===== config.mk =====
export PLATFORM = sky130hd
export DESIGN_NAME = connect4_move_controller
export DESIGN_NICKNAME = d
export VERILOG_FILES = /design/src/rtl/connect4_pkg.sv /design/src/rtl/column_height_tracker.sv /design/src/rtl/connect4_move_controller.sv
export SDC_FILE = /design/constraint.sdc
export NUM_CORES = 1
export LEC_CHECK = 0
export ABC_CLOCK_PERIOD_IN_PS = 5900
export CORE_UTILIZATION = 34
export CTS_CLUSTER_DIAMETER = 120
export DETAILED_ROUTE_END_ITERATION = 6
export MAX_ROUTING_LAYER = met4
export PLACE_DENSITY = 0.51
export SLEW_MARGIN = 40
export SYNTH_ARGS = -nofsm -noshare
export SYNTH_HDL_FRONTEND = slang
export SYNTH_SLANG_ARGS = --single-unit

===== constraint.sdc =====
create_clock -name clk -period 5.9 [get_ports clk]
set_input_delay 0.885 -clock clk [delete_from_list [all_inputs] [get_ports clk]]
set_output_delay 0.885 -clock clk [all_outputs]
set_load 0.1 [all_outputs]

===== src/rtl/connect4_pkg.sv =====
// Shared constants and types for the Connect4 move controller.
// Holds the board geometry, the "no cell" address sentinel, the controller
// state encoding, the winner encoding and a helper that builds a linear cell
// address. Optional feature macro used by the controller: TURN_TIMEOUT_EN.
package connect4_pkg;

  localparam int unsigned COLS  = 4;
  localparam int unsigned ROWS  = 4;
  localparam int unsigned POS_W = 5;
  localparam int unsigned CELLS = ROWS * COLS;
  // Height must represent 0..ROWS inclusive.
  localparam int unsigned HGT_W = $clog2(ROWS + 1);
  localparam int unsigned COL_W = $clog2(COLS);

  localparam logic [POS_W-1:0] INVALID_POS = 5'b11111;

  typedef enum logic [2:0] {
    WAIT_PRESS,
    WRITE,
    CHECK,
    WAIT_RELEASE,
    GAME_OVER
  } state_e;

  typedef enum logic [1:0] {
    NONE = 2'b00,
    P1   = 2'b01,
    P2   = 2'b10,
    DRAW = 2'b11
  } winner_e;

  // Linear address of the cell at row h in column c: h*COLS + c.
  function automatic logic [POS_W-1:0] cell_pos(input logic [HGT_W-1:0] h,
                                                input logic [COL_W-1:0] c);
    return POS_W'((32'(h) * COLS) + 32'(c));
  endfunction

endpackage


===== src/rtl/column_height_tracker.sv =====
// Per-column fill-height counters for the Connect4 board.
// Ports:
//   i_clk, i_reset  clock and asynchronous active-high reset
//   i_clear         synchronous clear of all heights
//   i_inc           increment strobe for column i_inc_col
//   i_inc_col       column index to increment
//   o_heights       current height of every column (0..ROWS)
//   o_column_full   bit c high when column c holds ROWS pieces
module column_height_tracker
  import connect4_pkg::*;
(
  input  logic                        i_clk,
  input  logic                        i_reset,
  input  logic                        i_clear,
  input  logic                        i_inc,
  input  logic [COL_W-1:0]            i_inc_col,
  output logic [COLS-1:0][HGT_W-1:0]  o_heights,
  output logic [COLS-1:0]             o_column_full
);

  logic [COLS-1:0][HGT_W-1:0] r_height;

  always_ff @(posedge i_clk or posedge i_reset) begin
    if (i_reset) begin
      r_height <= '0;
    end else if (i_clear) begin
      r_height <= '0;
    end else if (i_inc && (r_height[i_inc_col] != HGT_W'(ROWS))) begin
      // Saturate at ROWS so a stray strobe can never wrap a full column.
      r_height[i_inc_col] <= r_height[i_inc_col] + 1'b1;
    end
  end

  always_comb begin
    o_column_full = '0;
    for (int c = 0; c < COLS; c++) begin
      o_column_full[c] = (r_height[c] == HGT_W'(ROWS));
    end
  end

  assign o_heights = r_height;

endmodule


===== src/rtl/connect4_move_controller.sv =====
// Connect4 move sequencer for a 4x4 board.
// Decodes active-low one-hot column buttons, issues one single-cycle cell write
// per accepted move, waits for the external win checker verdict and declares
// win, draw or continued play, alternating players between moves.
// Optional feature: define TURN_TIMEOUT_EN to forfeit a turn after
// TIMEOUT_CYCLES idle cycles in WAIT_PRESS (turn_timeout tied 0 otherwise).
// Ports:
//   clk, reset          clock, asynchronous active-high reset
//   btn_n               column buttons, active-low, one-hot-low
//   new_game            synchronous restart, priority over everything
//   win_valid           win checker verdict valid this cycle
//   win_detected        last piece completes four in a row (with win_valid)
//   cell_we             board write strobe, one cycle per move
//   cell_addr           row*COLS+col while writing, INVALID_POS otherwise
//   cell_player         owner of the written piece
//   cur_player          player whose turn it is
//   column_full         per-column full flags
//   illegal_move        one-cycle pulse on a press into a full column
//   game_over           high in GAME_OVER
//   winner              00 none, 01 P1, 10 P2, 11 draw
//   turn_timeout        one-cycle pulse on a forfeited turn
module connect4_move_controller
  import connect4_pkg::*;
#(
  parameter int unsigned TIMEOUT_CYCLES = 500000000
) (
  input  logic              clk,
  input  logic              reset,
  input  logic [COLS-1:0]   btn_n,
  input  logic              new_game,
  input  logic              win_valid,
  input  logic              win_detected,
  output logic              cell_we,
  output logic [POS_W-1:0]  cell_addr,
  output logic              cell_player,
  output logic              cur_player,
  output logic [COLS-1:0]   column_full,
  output logic              illegal_move,
  output logic              game_over,
  output logic [1:0]        winner,
  output logic              turn_timeout
);

  state_e                      r_state;
  state_e                      w_state_next;
  logic                        r_cur_player;
  logic                        r_cell_player;
  logic [POS_W-1:0]            r_addr;
  logic [COL_W-1:0]            r_col;
  logic [POS_W-1:0]            r_move_cnt;
  winner_e                     r_winner;
  logic                        r_illegal;
  logic [COLS-1:0][HGT_W-1:0]  w_heights;
  logic [COLS-1:0]             w_btn_low;
  logic                        w_single;
  logic [COL_W-1:0]            w_sel_col;
  logic                        w_sel_full;
  logic                        w_timeout_hit;

  // Button decode: exactly one low bit selects a column.
  assign w_btn_low = ~btn_n;
  assign w_single  = (w_btn_low != '0) && ((w_btn_low & (w_btn_low - 1'b1)) == '0);

  always_comb begin
    w_sel_col = '0;
    for (int c = 0; c < COLS; c++) begin
      if (w_btn_low[c]) w_sel_col = COL_W'(c);
    end
  end

  assign w_sel_full = column_full[w_sel_col];

  column_height_tracker u_heights (
    .i_clk         (clk),
    .i_reset       (reset),
    .i_clear       (new_game),
    .i_inc         (cell_we),
    .i_inc_col     (r_col),
    .o_heights     (w_heights),
    .o_column_full (column_full)
  );

`ifdef TURN_TIMEOUT_EN
  logic [31:0] r_to_cnt;
  logic        r_turn_timeout;

  assign w_timeout_hit = (r_state == WAIT_PRESS) && !w_single &&
                         (r_to_cnt == 32'(TIMEOUT_CYCLES - 1));

  always_ff @(posedge clk or posedge reset) begin
    if (reset) begin
      r_to_cnt       <= '0;
      r_turn_timeout <= 1'b0;
    end else if (new_game) begin
      r_to_cnt       <= '0;
      r_turn_timeout <= 1'b0;
    end else begin
      r_turn_timeout <= w_timeout_hit;
      if ((r_state != WAIT_PRESS) || w_single || w_timeout_hit) begin
        r_to_cnt <= '0;
      end else begin
        r_to_cnt <= r_to_cnt + 1'b1;
      end
    end
  end

  assign turn_timeout = r_turn_timeout;
`else
  logic w_unused_timeout;
  assign w_unused_timeout = ^TIMEOUT_CYCLES;
  assign w_timeout_hit    = 1'b0;
  assign turn_timeout     = 1'b0;
`endif

  // State register.
  always_ff @(posedge clk or posedge reset) begin
    if (reset) begin
      r_state <= WAIT_PRESS;
    end else begin
      r_state <= w_state_next;
    end
  end

  // Next-state logic.
  always_comb begin
    w_state_next = r_state;
    if (new_game) begin
      w_state_next = WAIT_PRESS;
    end else begin
      case (r_state)
        WAIT_PRESS: begin
          if (w_single) w_state_next = w_sel_full ? WAIT_RELEASE : WRITE;
        end
        WRITE: w_state_next = CHECK;
        CHECK: begin
          if (win_valid) begin
            if (win_detected || (r_move_cnt == POS_W'(CELLS))) begin
              w_state_next = GAME_OVER;
            end else begin
              w_state_next = WAIT_RELEASE;
            end
          end
        end
        WAIT_RELEASE: begin
          if (btn_n == '1) w_state_next = WAIT_PRESS;
        end
        GAME_OVER: w_state_next = GAME_OVER;
        default:   w_state_next = WAIT_PRESS;
      endcase
    end
  end

  // Move datapath: latched address/player, move count, turn and verdict.
  always_ff @(posedge clk or posedge reset) begin
    if (reset) begin
      r_cur_player  <= 1'b0;
      r_cell_player <= 1'b0;
      r_addr        <= INVALID_POS;
      r_col         <= '0;
      r_move_cnt    <= '0;
      r_winner      <= NONE;
      r_illegal     <= 1'b0;
    end else if (new_game) begin
      r_cur_player  <= 1'b0;
      r_cell_player <= 1'b0;
      r_addr        <= INVALID_POS;
      r_col         <= '0;
      r_move_cnt    <= '0;
      r_winner      <= NONE;
      r_illegal     <= 1'b0;
    end else begin
      r_illegal <= 1'b0;
      case (r_state)
        WAIT_PRESS: begin
          if (w_single) begin
            if (w_sel_full) begin
              r_illegal <= 1'b1;
            end else begin
              r_addr        <= cell_pos(w_heights[w_sel_col], w_sel_col);
              r_cell_player <= r_cur_player;
              r_col         <= w_sel_col;
            end
          end else if (w_timeout_hit) begin
            r_cur_player <= ~r_cur_player;
          end
        end
        WRITE: r_move_cnt <= r_move_cnt + 1'b1;
        CHECK: begin
          if (win_valid) begin
            if (win_detected) begin
              r_winner <= r_cur_player ? P2 : P1;
            end else if (r_move_cnt == POS_W'(CELLS)) begin
              r_winner <= DRAW;
            end else begin
              r_cur_player <= ~r_cur_player;
            end
          end
        end
        default: ;
      endcase
    end
  end

  // Outputs; a new_game coinciding with WRITE cancels the write.
  always_comb begin
    cell_we   = (r_state == WRITE) && !new_game;
    cell_addr = cell_we ? r_addr : INVALID_POS;
    game_over = (r_state == GAME_OVER);
  end

  assign cell_player  = r_cell_player;
  assign cur_player   = r_cur_player;
  assign illegal_move = r_illegal;
  assign winner       = r_winner;

endmodule


==> results of run 1 <==
[registers in the layout (all words and copies together), names as in the netlist]
| name | flops |
|---|---|
| r_col | 2 |
| illegal_move | 1 |
| r_addr | 5 |
| r_move_cnt | 5 |
| winner | 2 |
| cur_player | 1 |
| r_state | 3 |
| cell_player | 1 |
| u_heights.o_heights | 12 |
[through the flow]
stage          area, um^2  hold WS [ps]  std cells  power (W)
2_1_floorplan        2100           488        221   0.000311
3_3_place_gp         2360           508        305   0.000333
3_5_place_dp         2280           512        305   0.000331
4_1_cts              2380           523        313   0.000525
5_1_grt              2380           540        313   0.000543
6_report             2380           520        313   0.000518
[worst min-delay path by stage]
stage / start / end / slack, ps / cells after the start
2_1_floorplan: r_addr[1] / r_addr[1] / 490 / 2
3_3_place_gp: r_addr[2] / r_addr[2] / 510 / 2
3_5_place_dp: r_addr[4] / r_addr[4] / 510 / 2
4_1_cts: r_addr[4] / r_addr[4] / 520 / 2
5_1_grt: r_addr[2] / r_addr[2] / 540 / 2
6_report: r_addr[3] / r_addr[3] / 520 / 2
[cell families after synthesis]
kind of cell               after synthesis
and+or+nand+nor                         81
AOI/OAI and AO/OA                       45
DFF                                     32
buffers and inverters                   32
muxes                                   20
xor gates and xnor gates                 6
adders and majority gates                4
other                                    1
[worst register-to-register path, cell delays in order (launching register included)]
cell and delay [ps]:
dfrtp_1 560, mux4_2 570, inv_1 70, ha_1 310
nor2_1 80, mux2_2 260, nand2_1 120, o21ai_0 100
[per-layer routing]
layer	vias up	GRT usage, %
met1	843	24.5
met2	43	24.0
met4	0	7.86
met3	12	3.75
met5	-	-
li1	831	-
[cell type report]
type / count / area, um^2 / share of cell area (%)
clock buffer: 8 / 100 / 4.21
inverter: 14 / 52.6 / 2.21
multi-input combinational: 157 / 1140 / 48.0
sequential: 32 / 807 / 33.9
tap: 75 / 93.8 / 3.95
timing repair buffer: 27 / 183 / 7.68
[layout by cell type (no fill, tap or decap), drive strengths merged, types with 4 or more instances in the layout]
cell type and n:
nand2 15, or3 6, mux2 4, a211o 5, ha 4, buf 19, a211oi 5, a21oi 6
inv 14, xor2 4, nor2 21, o21ai 7, dfrtp 27, nor3b 4, nor2b 4, dfstp 5
a311oi 5, nand2b 7, mux2i 14, clkbuf 8, clkdlybuf4s50 8
[power by group]
part	switching [W]	internal (W)
clock network	0.0000850	0.000106
registers	0.0000115	0.000229
logic	0.0000558	0.0000310
total	0.000152	0.000366
==> metrics.cfg, run 1 <==
[synth]
synth-simple-area-share_pct = 21.8
synthAdderAreaFrac_pct = 2.39
synth.avg_cell_area_um2 = 9.49
synth_area_leader_cell = dfrtp_1
synthDominantCellAreaShare_pct = 32.2
synth_area_um2 = 2100
synth_compound_area_share_pct = 16.6
synth_top_family_by_area = simple AND/OR/NAND/NOR gates
synthMuxAreaShare_pct = 11.0
synthCells = 221
synth_nets = 234
synth_edf_count = 0
ys_seq_area_share_pct = 38.5
synth.most_common_cell = dfrtp_1
yosysWarnings = 0
yosys_register_bits = 32
synthFlopType = dfrtp_1
async_flop_share_pct = 100
synth_common_cells = dfrtp_1, nor2_1, nand2_1
synth.area.top_cells = dfrtp_1, mux2i_1, dfstp_2, nor2_1, nand2_1
synth_cell_types = 52
yosys.area_share.xor_xnor_pct = 2.51

[clock_network]
cts_num_sinks = 32
cts-htree-levels = 2
post_cts_buffers = 0
post_cts_resized = 0
cts_tree = yes
cts_root_buffer = clkbuf_8
clkTransAtPathRegs_ps = 60
ctsHoldBuffers = 0
cts_made_buffers = 5
clk_latency_ps = 290
clk_path_buf_depth = 2

[cells_and_area]
layout-drive-gt1-share_pct = 18.5
utilization_pct = 40.2
syn_to_final_growth_pct = 13.4
fillers = 603
nets = 250
n_antenna_cell = 0

[detailed_routing]
totalWireLength_um = 5040
vias_per_cell = 5.52
drt_iter0_markers = 133
ant_nets = 0
highest_layer = met4
wl_met3_um = 250
routedWlPerCell_um = 16.1
drt_pre_antenna_iters = 4
num_vias = 1729
wl_met1_um = 2550
wl_met2_um = 2120
drc = 0

[die]
fp.dieH_um = 80.5
coreArea_um2 = 5920
die_area_um2 = 6490
core.rowCount = 28
num_io_pins = 26
die_w_um = 80.5
floorplan.initialDensity_pct = 35.4

[critical_path]
crit_start = new_game
start_kind = primary input
cp.required_ps = 5020
rr_endpoint = u_heights.o_heights[8]
cpPeakStageDelay_ps = 820
timing.rr.start = r_col[0]
path_cells = clkdlybuf4s50_1 > nor2_1 > buf_2
worstPathArrival_ps = 2540
critPathSlowestCell = clkdlybuf4s50_1
reg2reg_slack_ps = 3680
cp_num_cells = 3
critPathBufInv = 2
worstSetupPathType = primary input to primary output
endpoint = cell_we
cp_top_family = buffers and inverters
worstPathMaxFanout = 22
setup.worst_path.end_class = primary output
r2r_cells = 7

[pwr]
powerDensity_nw_per_um2 = 218
power.leakage_nw = 1.02
ir_worst_vdd_mv = 0.129

[sta]
finalHoldViolations = 0
fin_crit_sh_pct = 58.0
fin_skew_ps = 7.12
rsz0062_at_grt = no
slew_viol_final = 0
fmax_mhz = 292
final-setup-viol-count = 0
period_needed_ps = 3420
slew-limit-headroom_pct = 47.0
tns_ps = 0
timing.final.ws_setup_ps = 2480
worst_slew_pin_slew_ps = 793

[global_routing]
grt_pass1_wl_um = 8220
grt_max_degree = 33
grt_pass1_vias = 1615
grtUsageTotal_pct = 17.5
antenna_found_initial = 0
overflow = 0

[run]
max-cap-violations = 0

[min_path]
hold_class = register to register

[outcome]
status = finished clean

[placement]
hpwlAfterDp_um = 3530
post-place-ws_ps = 2460
place_congestion = 0.780
io_buffers = 24

(Power assumes the default switching activity.)
==> run 2, diff against run 1 <==
--- a/config.mk
+++ b/config.mk
@@ -5,7 +5,7 @@
 export SDC_FILE = /design/constraint.sdc
 export NUM_CORES = 1
 export LEC_CHECK = 0
-export ABC_CLOCK_PERIOD_IN_PS = 5900
+export ABC_CLOCK_PERIOD_IN_PS = 3400
 export CORE_UTILIZATION = 34
 export CTS_CLUSTER_DIAMETER = 120
 export DETAILED_ROUTE_END_ITERATION = 6
==> constraint.sdc (replaced) <==
create_clock -name clk -period 3.4 [get_ports clk]
set_input_delay 0.51 -clock clk [delete_from_list [all_inputs] [get_ports clk]]
set_output_delay 0.51 -clock clk [all_outputs]
set_load 0.1 [all_outputs]
==> run 2 against run 1 <==
Net effect: utilization up 1.9 points; worst hold slack worse by 4.4 ps; design area up 4.8%; die area unchanged; wire length down 2.2%; sequential power up 74%; sequential cell count unchanged; combinational power up 79%; power up 71%; clock power up 64%; largest power group unchanged; highest routed layer unchanged.
==> metrics.cfg, run 2 (synthesized netlist as in run 1, its figures left out) <==
[critical_path]
r2r_cells = 7  ; unchanged
worstPathMaxFanout = 16  ; -27%
path_cells = or3b_1 > or3_1 > buf_12
cpPeakStageDelay_ps = 640  ; -180 ps
cp.required_ps = 2890  ; -2130 ps
timing.rr.start = r_col[0]
reg2reg_slack_ps = 1140  ; -2540 ps
start_kind = register
worstSetupPathType = register to primary output
critPathSlowestCell = or3b_1
worstPathArrival_ps = 2160  ; -380 ps
rr_endpoint = u_heights.o_heights[11]
setup.worst_path.end_class = primary output

[global_routing]
met2_usage_pct = 24.7  ; +0.68 points
grtUsageTotal_pct = 16.8  ; -0.73 points
grt_use_met3_pct = 3.52  ; -0.23 points
grt_max_degree = 33  ; unchanged
antenna_found_initial = 0  ; unchanged
met1_usage_pct = 23.2  ; -1.4 points
overflow = 0  ; unchanged
grt_most_used_layer = met2
grt_pass1_wl_um = 8020  ; -2.3%
grt_pass1_vias = 1601  ; -0.87%

[sta]
fin_skew_ps = 4.04  ; -3.08 ps
slew-limit-headroom_pct = 48.1  ; +1.1 points
fin_crit_sh_pct = 78.6
finalHoldViolations = 0  ; unchanged
fmax_mhz = 374
period_needed_ps = 2670
timing.final.ws_setup_ps = 728  ; -1750 ps
rsz0062_at_grt = no
slew_viol_final = 0  ; unchanged
worst_slew_pin_slew_ps = 777  ; -16.0 ps
tns_ps = 0  ; unchanged
final-setup-viol-count = 0  ; unchanged

[cells_and_area]
nets = 251  ; +0.40%
regArea_um2 = 807  ; unchanged
design_area_um2 = 2490  ; +4.8%
largest_reg_flops = 12  ; unchanged
syn_to_final_growth_pct = 18.9
fillers = 594  ; -1.5%
multiInputGateArea_um2 = 1150  ; +0.88%
n_antenna_cell = 0  ; unchanged
layout-drive-gt1-share_pct = 19.7  ; +1.2 points
layout_commonest_cell = dfrtp_1
final_cell_mix = dfrtp_1, nor2_1, nand2_1, inv_1, mux2i_1

[die]
num_io_pins = 26  ; unchanged
core.rowCount = 28  ; unchanged
die_area_um2 = 6490  ; unchanged
die_w_um = 80.5  ; unchanged
floorplan.initialDensity_pct = 35.4  ; unchanged
coreArea_um2 = 5920  ; unchanged
fp.dieH_um = 80.5  ; unchanged

[clock_network]
cts_tree = yes
clkTransAtPathRegs_ps = 70  ; about the same
cts_root_buffer = clkbuf_8
cts-htree-levels = 2  ; unchanged
clk_path_buf_depth = 2  ; unchanged
post_cts_buffers = 0  ; unchanged
post_cts_resized = 0  ; unchanged
clk_latency_ps = 290  ; about the same
cts_made_buffers = 5  ; unchanged
ctsHoldBuffers = 0  ; unchanged
cts_num_sinks = 32  ; unchanged

[pwr]
seqPwrFrac_pct = 47.1  ; +0.8 points
p_int_w = 0.000619  ; +69%
powerDensity_nw_per_um2 = 355  ; +63%
ir_worst_vdd_mv = 0.122  ; -5.0%
pwr-share-clk_pct = 35.4  ; -1.5 points
swShare_pct = 30.1  ; +0.75 points
power.leakage_nw = 1.07  ; +5.0%
switching_power_w = 0.000267  ; +75%
comb_power_share_pct = 17.5  ; +0.8 points

[min_path]
worstHoldStart = r_addr[1]
whs_path_depth = 2  ; unchanged
hold_class = register to register
hold_end = r_addr[1]

[outcome]
status = finished clean

[detailed_routing]
drt_pre_antenna_iters = 4  ; unchanged
totalWireLength_um = 4930  ; -2.2%
num_vias = 1689  ; -2.3%
ant_nets = 0  ; unchanged
drt_iter0_markers = 115  ; -14%
vias_per_cell = 5.38  ; -2.6%
routedWlPerCell_um = 15.7  ; -2.5%
drc = 0  ; unchanged

[placement]
post-place-ws_ps = 799  ; -1660 ps
hpwlAfterDp_um = 3510  ; -0.69%
io_buffers = 24  ; unchanged
place_congestion = 0.805  ; +3.3%
place_area_um2 = 2400  ; +5.3%

[run]
max-cap-violations = 0  ; unchanged

run 2: cell count changes in the layout (fill, tap and decap cells not counted), moves of 2 or more:
cell,previous run,this run
buf_12,0,6
buf_2,16,5
buf_4,3,9
nor3b_1,4,2
nor3b_2,0,2
run 2: layout make-up:
type                    count  area share, %
multi-input cells         157           46.2
flip-flops and latches     32           32.4
repair buffers             28           11.7
well taps                  75           3.77
clock buffers               7           3.46
inverters                  14           2.11
clock inverters             1          0.301
run 2: power by group through the flow:
| stage | Combinational (W) | Clock, W | Sequential, W |
|---|---|---|---|
| 6_report | 0.000155 | 0.000314 | 0.000417 |
| 5_1_grt | 0.000170 | 0.000336 | 0.000420 |
| 4_1_cts | 0.000156 | 0.000326 | 0.000417 |
| 3_5_place_dp | 0.000156 | 0 | 0.000424 |
| 3_3_place_gp | 0.000156 | 0 | 0.000425 |
| 2_1_floorplan | 0.000123 | 0 | 0.000418 |
run 2: worst max path at each step:
stage                     from      endpoint  slack [ps]  cells after the start
finish              r_state[0]  cell_addr[3]         730                      3
global route        r_state[0]  cell_addr[3]         610                      3
CTS                 r_state[0]  cell_addr[3]         700                      3
detailed placement    btn_n[2]     r_addr[3]         800                      5
global placement      btn_n[2]     r_addr[3]         810                      5
floorplan           r_state[0]     game_over         230                      2
run 2: per-layer routing:
layer / vias up / wire, um
met1: 815 / 2490
li1: 836 / -
met2: 31 / 2180
met5: - / 0
met3: 7 / 198
met4: 0 / 65
run 2: stage by stage:
step           total power, W  utilization [%]  cells  hold WS [ps]
2_1_floorplan        0.000541                -    221           488
3_3_place_gp         0.000580             40.9    306           507
3_5_place_dp         0.000580             40.5    306           506
4_1_cts              0.000900             42.1    314           517
5_1_grt              0.000927             42.1    314           529
6_report             0.000886             42.1    314           516
run 2: worst max-delay path, delay by kind of cell (launching register included):
kind                   cells  cell delay [ps]
and+or+nand+nor            2             1110
DFF                        1              570
buffers and inverters      1              190
